===== config.mk =====
export PLATFORM = sky130hd
export DESIGN_NAME = mc_control_unit
export DESIGN_NICKNAME = d
export VERILOG_FILES = /design/src/rtl/mc_control_unit.sv
export SDC_FILE = /design/constraint.sdc
export NUM_CORES = 1
export LEC_CHECK = 0
export ABC_CLOCK_PERIOD_IN_PS = 1450
export CAP_MARGIN = 20
export CORE_MARGIN = 5
export CORE_UTILIZATION = 47
export CTS_BUF_LIST = sky130_fd_sc_hd__clkbuf_8
export DETAILED_ROUTE_END_ITERATION = 12
export GPL_TIMING_DRIVEN = 0
export PLACE_DENSITY_LB_ADDON = 0.25
export SETUP_SLACK_MARGIN = 0.3
export SLEW_MARGIN = 20
export SYNTH_ARGS = -nofsm -noshare
export SYNTH_HDL_FRONTEND = slang
export SYNTH_SLANG_ARGS = --single-unit

===== constraint.sdc =====
create_clock -name clk -period 1.45 [get_ports clk]
set_input_delay 0.2175 -clock clk [delete_from_list [all_inputs] [get_ports clk]]
set_output_delay 0.2175 -clock clk [all_outputs]
set_load 0.02 [all_outputs]

===== src/rtl/mc_control_unit.sv =====
// -----------------------------------------------------------------------------
// mc_control_unit
//
// Multi-cycle control FSM for the MIPS subset (R-type, lw, sw, beq, addi, j).
// Sequences the shared instruction/data memory through a level ready
// handshake, traps on a memory access that waits too long or on an unknown
// opcode, and counts retired instructions.
//
// Parameters
//   MEM_TIMEOUT  : wait cycles tolerated per memory access (0 = no limit)
//   ILLEGAL_TRAP : 1 = unknown opcode traps, 0 = retired as a NOP
//   CNT_W        : width of the retired-instruction counter
//
// Ports
//   clk          : clock, rising edge
//   rst          : asynchronous active-low reset
//   opcode       : IR[31:26]
//   mem_ready    : memory completes the current access this cycle
//   PCWrite .. ALUSrcA, PCSrc, ALUOp, ALUSrcB : datapath controls
//   trap         : sticky trap flag
//   trap_cause   : 01 illegal opcode, 10 memory timeout
//   state        : current state (debug)
//   retired      : completed-instruction count, wraps
// -----------------------------------------------------------------------------
module mc_control_unit #(
    parameter int MEM_TIMEOUT  = 16,
    parameter int ILLEGAL_TRAP = 1,
    parameter int CNT_W        = 32
) (
    input  logic             clk,
    input  logic             rst,
    input  logic [5:0]       opcode,
    input  logic             mem_ready,
    output logic             PCWrite,
    output logic             PCWriteCond,
    output logic             IorD,
    output logic             MemRead,
    output logic             MemWrite,
    output logic             IRWrite,
    output logic             MemtoReg,
    output logic             RegWrite,
    output logic             RegDst,
    output logic             ALUSrcA,
    output logic [1:0]       PCSrc,
    output logic [1:0]       ALUOp,
    output logic [1:0]       ALUSrcB,
    output logic             trap,
    output logic [1:0]       trap_cause,
    output logic [3:0]       state,
    output logic [CNT_W-1:0] retired
);

    typedef enum logic [3:0] {
        S_FETCH  = 4'd0,
        S_DECODE = 4'd1,
        S_MEMADR = 4'd2,
        S_MEMRD  = 4'd3,
        S_MEMWB  = 4'd4,
        S_MEMWR  = 4'd5,
        S_EXEC   = 4'd6,
        S_ALUWB  = 4'd7,
        S_BRANCH = 4'd8,
        S_ADDIEX = 4'd9,
        S_ADDIWB = 4'd10,
        S_JUMP   = 4'd11,
        S_TRAP   = 4'd15
    } state_e;

    localparam logic [5:0] OP_RTYPE = 6'b000000;
    localparam logic [5:0] OP_LW    = 6'b100011;
    localparam logic [5:0] OP_SW    = 6'b101011;
    localparam logic [5:0] OP_BEQ   = 6'b000100;
    localparam logic [5:0] OP_ADDI  = 6'b001000;
    localparam logic [5:0] OP_J     = 6'b000010;

    localparam logic [1:0] CAUSE_ILLEGAL = 2'b01;
    localparam logic [1:0] CAUSE_TIMEOUT = 2'b10;

    // Counter only has to hold values 0..MEM_TIMEOUT; +2 keeps WAIT_W >= 1.
    localparam int              WAIT_W     = $clog2(MEM_TIMEOUT + 2);
    localparam logic [WAIT_W-1:0] WAIT_LIMIT = WAIT_W'(MEM_TIMEOUT);
    localparam logic            TIMEOUT_EN = (MEM_TIMEOUT != 0);
    localparam logic            TRAP_EN    = (ILLEGAL_TRAP != 0);

    state_e             state_q, state_d;
    logic [WAIT_W-1:0]  wait_q, wait_d;
    logic               trap_q, trap_d;
    logic [1:0]         cause_q, cause_d;
    logic [CNT_W-1:0]   retired_q, retired_d;
    logic               retire_s;
    logic               ready_s;
    logic               timed_out_s;

    // While reset is held the Mealy strobes must not follow mem_ready.
    assign ready_s     = mem_ready & rst;
    // Ready in the same cycle wins over the timeout.
    assign timed_out_s = TIMEOUT_EN && (wait_q == WAIT_LIMIT) && !ready_s;

    // Next-state, wait counter, trap capture and retire strobe.
    always_comb begin
        state_d  = state_q;
        wait_d   = '0;        // any state change clears the wait count
        trap_d   = trap_q;
        cause_d  = cause_q;
        retire_s = 1'b0;
        case (state_q)
            S_FETCH: begin
                if (ready_s) begin
                    state_d = S_DECODE;
                end else if (timed_out_s) begin
                    state_d = S_TRAP;
                    trap_d  = 1'b1;
                    cause_d = CAUSE_TIMEOUT;
                end else begin
                    wait_d = wait_q + WAIT_W'(1);
                end
            end
            S_DECODE: begin
                case (opcode)
                    OP_RTYPE:     state_d = S_EXEC;
                    OP_LW, OP_SW: state_d = S_MEMADR;
                    OP_BEQ:       state_d = S_BRANCH;
                    OP_ADDI:      state_d = S_ADDIEX;
                    OP_J:         state_d = S_JUMP;
                    default: begin
                        if (TRAP_EN) begin
                            state_d = S_TRAP;
                            trap_d  = 1'b1;
                            cause_d = CAUSE_ILLEGAL;
                        end else begin
                            state_d  = S_FETCH;
                            retire_s = 1'b1;
                        end
                    end
                endcase
            end
            S_MEMADR: begin
                if (opcode == OP_LW) begin
                    state_d = S_MEMRD;
                end else begin
                    state_d = S_MEMWR;
                end
            end
            S_MEMRD: begin
                if (ready_s) begin
                    state_d = S_MEMWB;
                end else if (timed_out_s) begin
                    state_d = S_TRAP;
                    trap_d  = 1'b1;
                    cause_d = CAUSE_TIMEOUT;
                end else begin
                    wait_d = wait_q + WAIT_W'(1);
                end
            end
            S_MEMWB: begin
                state_d  = S_FETCH;
                retire_s = 1'b1;
            end
            S_MEMWR: begin
                if (ready_s) begin
                    state_d  = S_FETCH;
                    retire_s = 1'b1;
                end else if (timed_out_s) begin
                    state_d = S_TRAP;
                    trap_d  = 1'b1;
                    cause_d = CAUSE_TIMEOUT;
                end else begin
                    wait_d = wait_q + WAIT_W'(1);
                end
            end
            S_EXEC:   state_d = S_ALUWB;
            S_ALUWB: begin
                state_d  = S_FETCH;
                retire_s = 1'b1;
            end
            S_BRANCH: begin
                state_d  = S_FETCH;
                retire_s = 1'b1;
            end
            S_ADDIEX: state_d = S_ADDIWB;
            S_ADDIWB: begin
                state_d  = S_FETCH;
                retire_s = 1'b1;
            end
            S_JUMP: begin
                state_d  = S_FETCH;
                retire_s = 1'b1;
            end
            S_TRAP:   state_d = S_TRAP;   // only reset leaves TRAP
            default:  state_d = S_FETCH;  // unused codes 12..14
        endcase

        if (retire_s) begin
            retired_d = retired_q + CNT_W'(1);
        end else begin
            retired_d = retired_q;
        end
    end

    // Datapath control decode from the current state.
    always_comb begin
        PCWrite     = 1'b0;
        PCWriteCond = 1'b0;
        IorD        = 1'b0;
        MemRead     = 1'b0;
        MemWrite    = 1'b0;
        IRWrite     = 1'b0;
        MemtoReg    = 1'b0;
        RegWrite    = 1'b0;
        RegDst      = 1'b0;
        ALUSrcA     = 1'b0;
        PCSrc       = 2'b00;
        ALUOp       = 2'b00;
        ALUSrcB     = 2'b00;
        case (state_q)
            S_FETCH: begin
                MemRead = 1'b1;
                ALUSrcB = 2'b01;
                IRWrite = ready_s;
                PCWrite = ready_s;
            end
            S_DECODE: ALUSrcB = 2'b11;
            S_MEMADR: begin
                ALUSrcA = 1'b1;
                ALUSrcB = 2'b10;
            end
            S_MEMRD: begin
                MemRead = 1'b1;
                IorD    = 1'b1;
            end
            S_MEMWB: begin
                RegWrite = 1'b1;
                MemtoReg = 1'b1;
            end
            S_MEMWR: begin
                MemWrite = 1'b1;
                IorD     = 1'b1;
            end
            S_EXEC: begin
                ALUSrcA = 1'b1;
                ALUOp   = 2'b10;
            end
            S_ALUWB: begin
                RegWrite = 1'b1;
                RegDst   = 1'b1;
            end
            S_BRANCH: begin
                ALUSrcA     = 1'b1;
                ALUOp       = 2'b01;
                PCWriteCond = 1'b1;
                PCSrc       = 2'b01;
            end
            S_ADDIEX: begin
                ALUSrcA = 1'b1;
                ALUSrcB = 2'b10;
            end
            S_ADDIWB: RegWrite = 1'b1;
            S_JUMP: begin
                PCWrite = 1'b1;
                PCSrc   = 2'b10;
            end
            default: PCWrite = 1'b0;      // TRAP and unused codes: all idle
        endcase
    end

    // State, wait counter, trap status and retire counter registers.
    always_ff @(posedge clk or negedge rst) begin
        if (!rst) begin
            state_q   <= S_FETCH;
            wait_q    <= '0;
            trap_q    <= 1'b0;
            cause_q   <= 2'b00;
            retired_q <= '0;
        end else begin
            state_q   <= state_d;
            wait_q    <= wait_d;
            trap_q    <= trap_d;
            cause_q   <= cause_d;
            retired_q <= retired_d;
        end
    end

    assign state      = state_q;
    assign trap       = trap_q;
    assign trap_cause = cause_q;
    assign retired    = retired_q;

endmodule


==> results of run 1 <==
[layout make-up]
cell class | instances | area [sq um] | share of cell area, %
multi-input cells | 207 | 2141 | 42.67
repair buffers | 133 | 1274 | 25.39
flip-flops and latches | 44 | 1117 | 22.27
plain buffers | 18 | 236.5 | 4.713
well taps | 75 | 93.84 | 1.870
clock buffers | 6 | 82.58 | 1.646
clock inverters | 2 | 38.79 | 0.7731
inverters | 9 | 33.78 | 0.6733
[critical path, cell delays in order, from the launching register on]
cell and delay, ns:
dfrtp_2 0.44, buf_8 0.15, and2b_2 0.29, o211ai_4 0.14, buf_12 0.18, a2111oi_4 0.38
xor2_1 0.21
[stage by stage]
stage	hold WS [ns]	setup slack (ns)
6_report	0.4808	-0.4033
5_1_grt	0.5102	-0.4525
4_1_cts	-0.2640	-0.2951
3_5_place_dp	0.2297	-1.006
3_3_place_gp	0.4550	-2.431
2_1_floorplan	-0.07809	-0.2076
[how the worst min path moves through the flow]
stage,startpoint,to,cells past startpoint
2_1_floorplan,rst,retired[0],0
3_3_place_gp,trap,trap,1
3_5_place_dp,rst,trap,1
4_1_cts,rst,retired[28],1
5_1_grt,retired[31],retired[31],1
6_report,retired[31],retired[31],1
[what timing repair did]
action | CTS | global route
gates resized for setup | 331 | 43
buffers inserted | 41 | 22
endpoints found under the hold margin | 44 | 21
endpoints found under the setup margin | 99 | 86
gates cloned | 1 | 0
pin swaps | 15 | 25
[sequential cells by signal (all words and copies together), names as in the netlist]
| name | count |
|---|---|
| trap_cause | 2 |
| trap | 1 |
| retired | 32 |
| state | 4 |
| wait_q | 5 |
[routing by layer]
layer	wire length [microns]	GRT usage, %	vias up
li1	-	-	1308
met3	614	3.857	26
met2	5605	37.19	162
met1	4317	32.30	1542
met5	0	0	-
met4	283	6.974	0
[power by group]
group,leakage (nW),internal [W],switching (W),total [W]
logic,1.56,0.00282,0.00328,0.00609
clock network,0.0614,0.000565,0.000476,0.00104
registers,0.508,0.00145,0.000246,0.00170
total,2.13,0.00483,0.00400,0.00883
[cell usage after synthesis, drive strengths merged, types with 2 or more instances]
library cell	instances
o32ai	2
a211o	3
a31oi	2
mux2	2
inv	9
xnor2	5
nand2	20
o211ai	4
nor2	17
clkbuf	4
nand4	7
and2	3
a2111oi	9
a21oi	5
o21ai	4
nor3	8
or3	2
nor4b	4
and3	10
buf	14
and4	5
a211oi	2
nand3	15
or2	2
dfrtp	44
ha	3
nand2b	6
a21o	2
nor4	16
xor2	32
[cells by family after synthesis]
family,Yosys count
adders and majority gates,4
buffers and inverters,27
AOI/OAI and AO/OA,41
and+or+nand+nor,123
muxes,2
DFF,44
xor gates and xnor gates,37
==> out/results.ini, run 1 <==
[outcome]
status=complete, but fails checks
violations=setup timing

[logic_synthesis]
synthesis.nets=290
synth-seq-area-share_pct=38.92
synth_area_sq_um=2829
synth_compound_gate_area_share_pct=13.45
synth_cell_types=61
synth-xor-area-share_pct=11.46
avgSynthCellArea_sq_um=10.18
yosysTopAreaCellShare_pct=38.92
synthAdderAreaFrac_pct=1.681
synth_edf_count=0
synth-seq-cells=44
synthFlopType=dfrtp_1
synth_top_family_by_area=simple AND/OR/NAND/NOR gates
synth_area_leader_cell=dfrtp_1
syn_inst=278
async_flop_share_pct=100.0
synth_mux_area_share_pct=0.7961
yosys.area_share.simple_pct=27.78
synth.area.top_cells=dfrtp_1, xor2_1, a2111oi_2
yosysWarnings=0

[sta]
finalMaxSlewViolations=0
fin_worst_skew_ns=0.01877
fin_crit_ns=1.853
finalSetupViolations=60
grt_setup_unrepaired=yes
max_slew_margin_pct=63.87
timing_worst_slew_pin_value_ns=0.5403
setup_tns_ns=-16.28
timing.fmax_mhz=539.6
fin_crit_sh_pct=127.8
worst_slack_ns=-0.4033
hold_viol=0

[critical_path]
critPathRequiredTime_ns=1.68
critical_path_class=flip-flop to flip-flop
worst_r2r_endpoint=retired[28]
reg2reg_slack_ns=-0.40
endpoint_kind=flip-flop
crit_start=state[3]
crit_fanout=6
endpoint=retired[28]
start_kind=flip-flop
reg2reg_depth=6
r2r-start=state[3]
arrival_ns=2.09

[detailed_routing]
drcViolationCount=0
drt_first_pass_iters=5
vias_per_cell=6.150
drtIter0Drc=252
wl_per_cell_microns=21.90
ant_nets=0
via_count=3038
routed_wl_mm=10.82

[final_layout]
n_antenna_cell=0
final_common_cell=buf_6
final_cell_count_no_fill=494
utilization_pct=85.25
drive_gt1_share_pct=55.85
nets=430
syn_to_final_growth_pct=77.36
layout_common_cells=buf_6, buf_4, xor2_1
design_area_sq_um=5017
fillers=272

[global_routing]
grt_pass1_wl_mm=14.19
grt_max_degree=27
overflow=0
grt_usage_pct=23.19
antenna_found_initial=0
grt_pass1_vias=2808

[clock_tree]
clockBufferDepth=2
clkLatencyLatePin_ns=0.31
cts.sinks=44
cts.clk_slew.worst_paths_ns=0.11
cts_buffers=5
cts_tree=yes
cts-htree-levels=2
clock-root-buffer=clkbuf_8

[flow_run]
drv_cap=0

[floorplan]
die_area_sq_um=7670
start_util_pct=48.07
die_h_microns=87.58
die_x_microns=87.58
core_sq_um=5886
io_pins=64
core.rowCount=28

[placement]
gp_congestion=0.8331
hpwl_mm=5.242
placed_area_sq_um=3960
post-place-cells=417
io_buffer_count=63

[hold_path]
hold_class=flip-flop to flip-flop

[power_and_ir_drop]
design_power_total_w=0.008828
power_density_nw_per_um2=1760
p_leak_nw=2.126
ir_drop_mv=1.241

Power figures use the tool's default switching activity.
==> inputs of run 2 (changes only) <==
Settings changed: GPL_TIMING_DRIVEN 0 to default.
==> out/results.ini, run 2 (synthesis results as in run 1) <==
[global_routing]
grt_max_degree=25
antenna_found_initial=0
grt_usage_pct=31.91
grt_pass1_wl_mm=18.70
overflow=0
grt_pass1_vias=3468

[floorplan]
core.rowCount=28
core_sq_um=5886
start_util_pct=48.07
die_h_microns=87.58
io_pins=64
die_area_sq_um=7670
die_x_microns=87.58

[sta]
hold_viol=21
hold_ws_ns=-0.07602
setup_tns_ns=-21.18
finalSetupViolations=62
fin_worst_skew_ns=0.01291
fin_crit_ns=2.182
finalMaxSlewViolations=0
timing_worst_slew_pin_value_ns=0.5379
worst_slack_ns=-0.7324
fin_crit_sh_pct=150.5
max_slew_margin_pct=63.88
timing.fmax_mhz=458.2
grt_setup_unrepaired=yes

[power_and_ir_drop]
combPwrFrac_pct=73.5
design_power_total_w=0.01079
p_int_w=0.005702
pwr-share-clk_pct=10.2
p_leak_nw=2.446
ir_drop_mv=1.600
power_frac_seq_pct=16.4
swShare_pct=47.15
netSwitchingPower_w=0.005087
power_density_nw_per_um2=1925

[clock_tree]
clkLatencyLatePin_ns=0.32
clock-root-buffer=clkbuf_8
clockBufferDepth=2
cts-htree-levels=2
cts_tree=yes
cts_buffers=5
cts.sinks=44
cts.clk_slew.worst_paths_ns=0.10

[detailed_routing]
drtIter0Drc=378
drt_first_pass_iters=6
ant_nets=0
drcViolationCount=0
routed_wl_mm=16.74
wl_per_cell_microns=30.33
vias_per_cell=6.886
via_count=3801

[final_layout]
drive_gt1_share_pct=63.94
final_common_cell=buf_4
syn_to_final_growth_pct=98.14
largest_reg_flops=32
nets=488
n_antenna_cell=0
layout_common_cells=buf_4, buf_6, dfrtp_1
final_cell_count_no_fill=552

[placement]
io_buffer_count=63
hpwl_mm=6.333
gp_congestion=0.9406
post-place-cells=487

[outcome]
status=complete, but fails checks
violations=hold timing, setup timing

[critical_path]
worst_r2r_endpoint=retired[10]
reg2reg_depth=7
crit_fanout=10
endpoint_kind=flip-flop
crit_start=state[1]
max_stage_delay_ns=0.47
critical_path_class=flip-flop to flip-flop
cpMostUsedCell=buf_12
endpoint=retired[10]
start_kind=flip-flop
slowest_stage=dfrtp_2
reg2reg_slack_ns=-0.73
arrival_ns=2.34
critPathRequiredTime_ns=1.61
cp_cell_sequence=buf_12, buf_12, nor2b_4, a2bb2oi_4, buf_12, nor4_4, xnor2_1
r2r-start=state[1]

[flow_run]
drv_cap=0

[hold_path]
hold_class=input pin to asynchronous set/reset pin

run 2: worst min path at each step:
stage | start | endpoint | slack, ns | depth (start not counted)
after floorplan | rst | retired[0] | -0.08 | 0
after detailed placement | rst | state[1] | 0.26 | 2
after CTS | rst | retired[1] | -0.07 | 2
final | rst | state[1] | -0.08 | 2
after global routing | rst | state[1] | -0.08 | 2
after global placement | rst | state[1] | 0.25 | 2
run 2: stage by stage:
| stage | cell area, sq um | util, % | setup WS, ns | hold WS [ns] |
|---|---|---|---|---|
| after floorplan | 3221 | - | -0.2076 | -0.07809 |
| after global placement | 4481 | 76.13 | -0.5104 | 0.2486 |
| after detailed placement | 4481 | 76.13 | -0.5197 | 0.2571 |
| after CTS | 5146 | 87.44 | -0.2786 | -0.07244 |
| after global routing | 5605 | 95.24 | -0.6872 | -0.08386 |
| final | 5605 | 95.24 | -0.7324 | -0.07602 |
run 2: layer usage:
| metal | track usage [%] | up-vias | part of all wire, % |
|---|---|---|---|
| li1 | - | 1432 | - |
| met1 | 38.03 | 1831 | 33 |
| met2 | 57.12 | 377 | 48 |
| met3 | 6.021 | 161 | 9.5 |
| met4 | 11.44 | 0 | 10 |
| met5 | 0 | - | 0 |
run 2: area by class of cell:
class / count / area, sq um
clock buffers: 6 / 82.58
repair buffers: 208 / 2004
multi-input cells: 208 / 2238
flip-flops and latches: 44 / 1114
inverters: 9 / 33.78
well taps: 75 / 93.84
clock inverters: 2 / 38.79
fillers: 141 / 280.3
run 2: repair_timing:
action / CTS / global route
gates resized for setup: 376 / 51
pin swaps: 25 / 29
buffers inserted: 31 / 25
gates cloned: 1 / 0
setup endpoints to repair: 99 / 93
hold endpoints to repair: 21 / 21
run 2: power groups by stage:
stage	clock network [W]	logic [W]	registers, W
finish	0.00110	0.00793	0.00177
global route	0.00113	0.00817	0.00177
CTS	0.00104	0.00625	0.00167
detailed placement	0	0.00491	0.00171
global placement	0	0.00481	0.00170
floorplan	0	0.00281	0.00189
run 2: worst max-delay path, delay by kind of cell, from the launching register on:
family,cells,cell delay (ns)
compound gates,1,0.31
xor+xnor,1,0.45
buf+inv,3,0.50
flops,1,0.47
simple gates,2,0.26
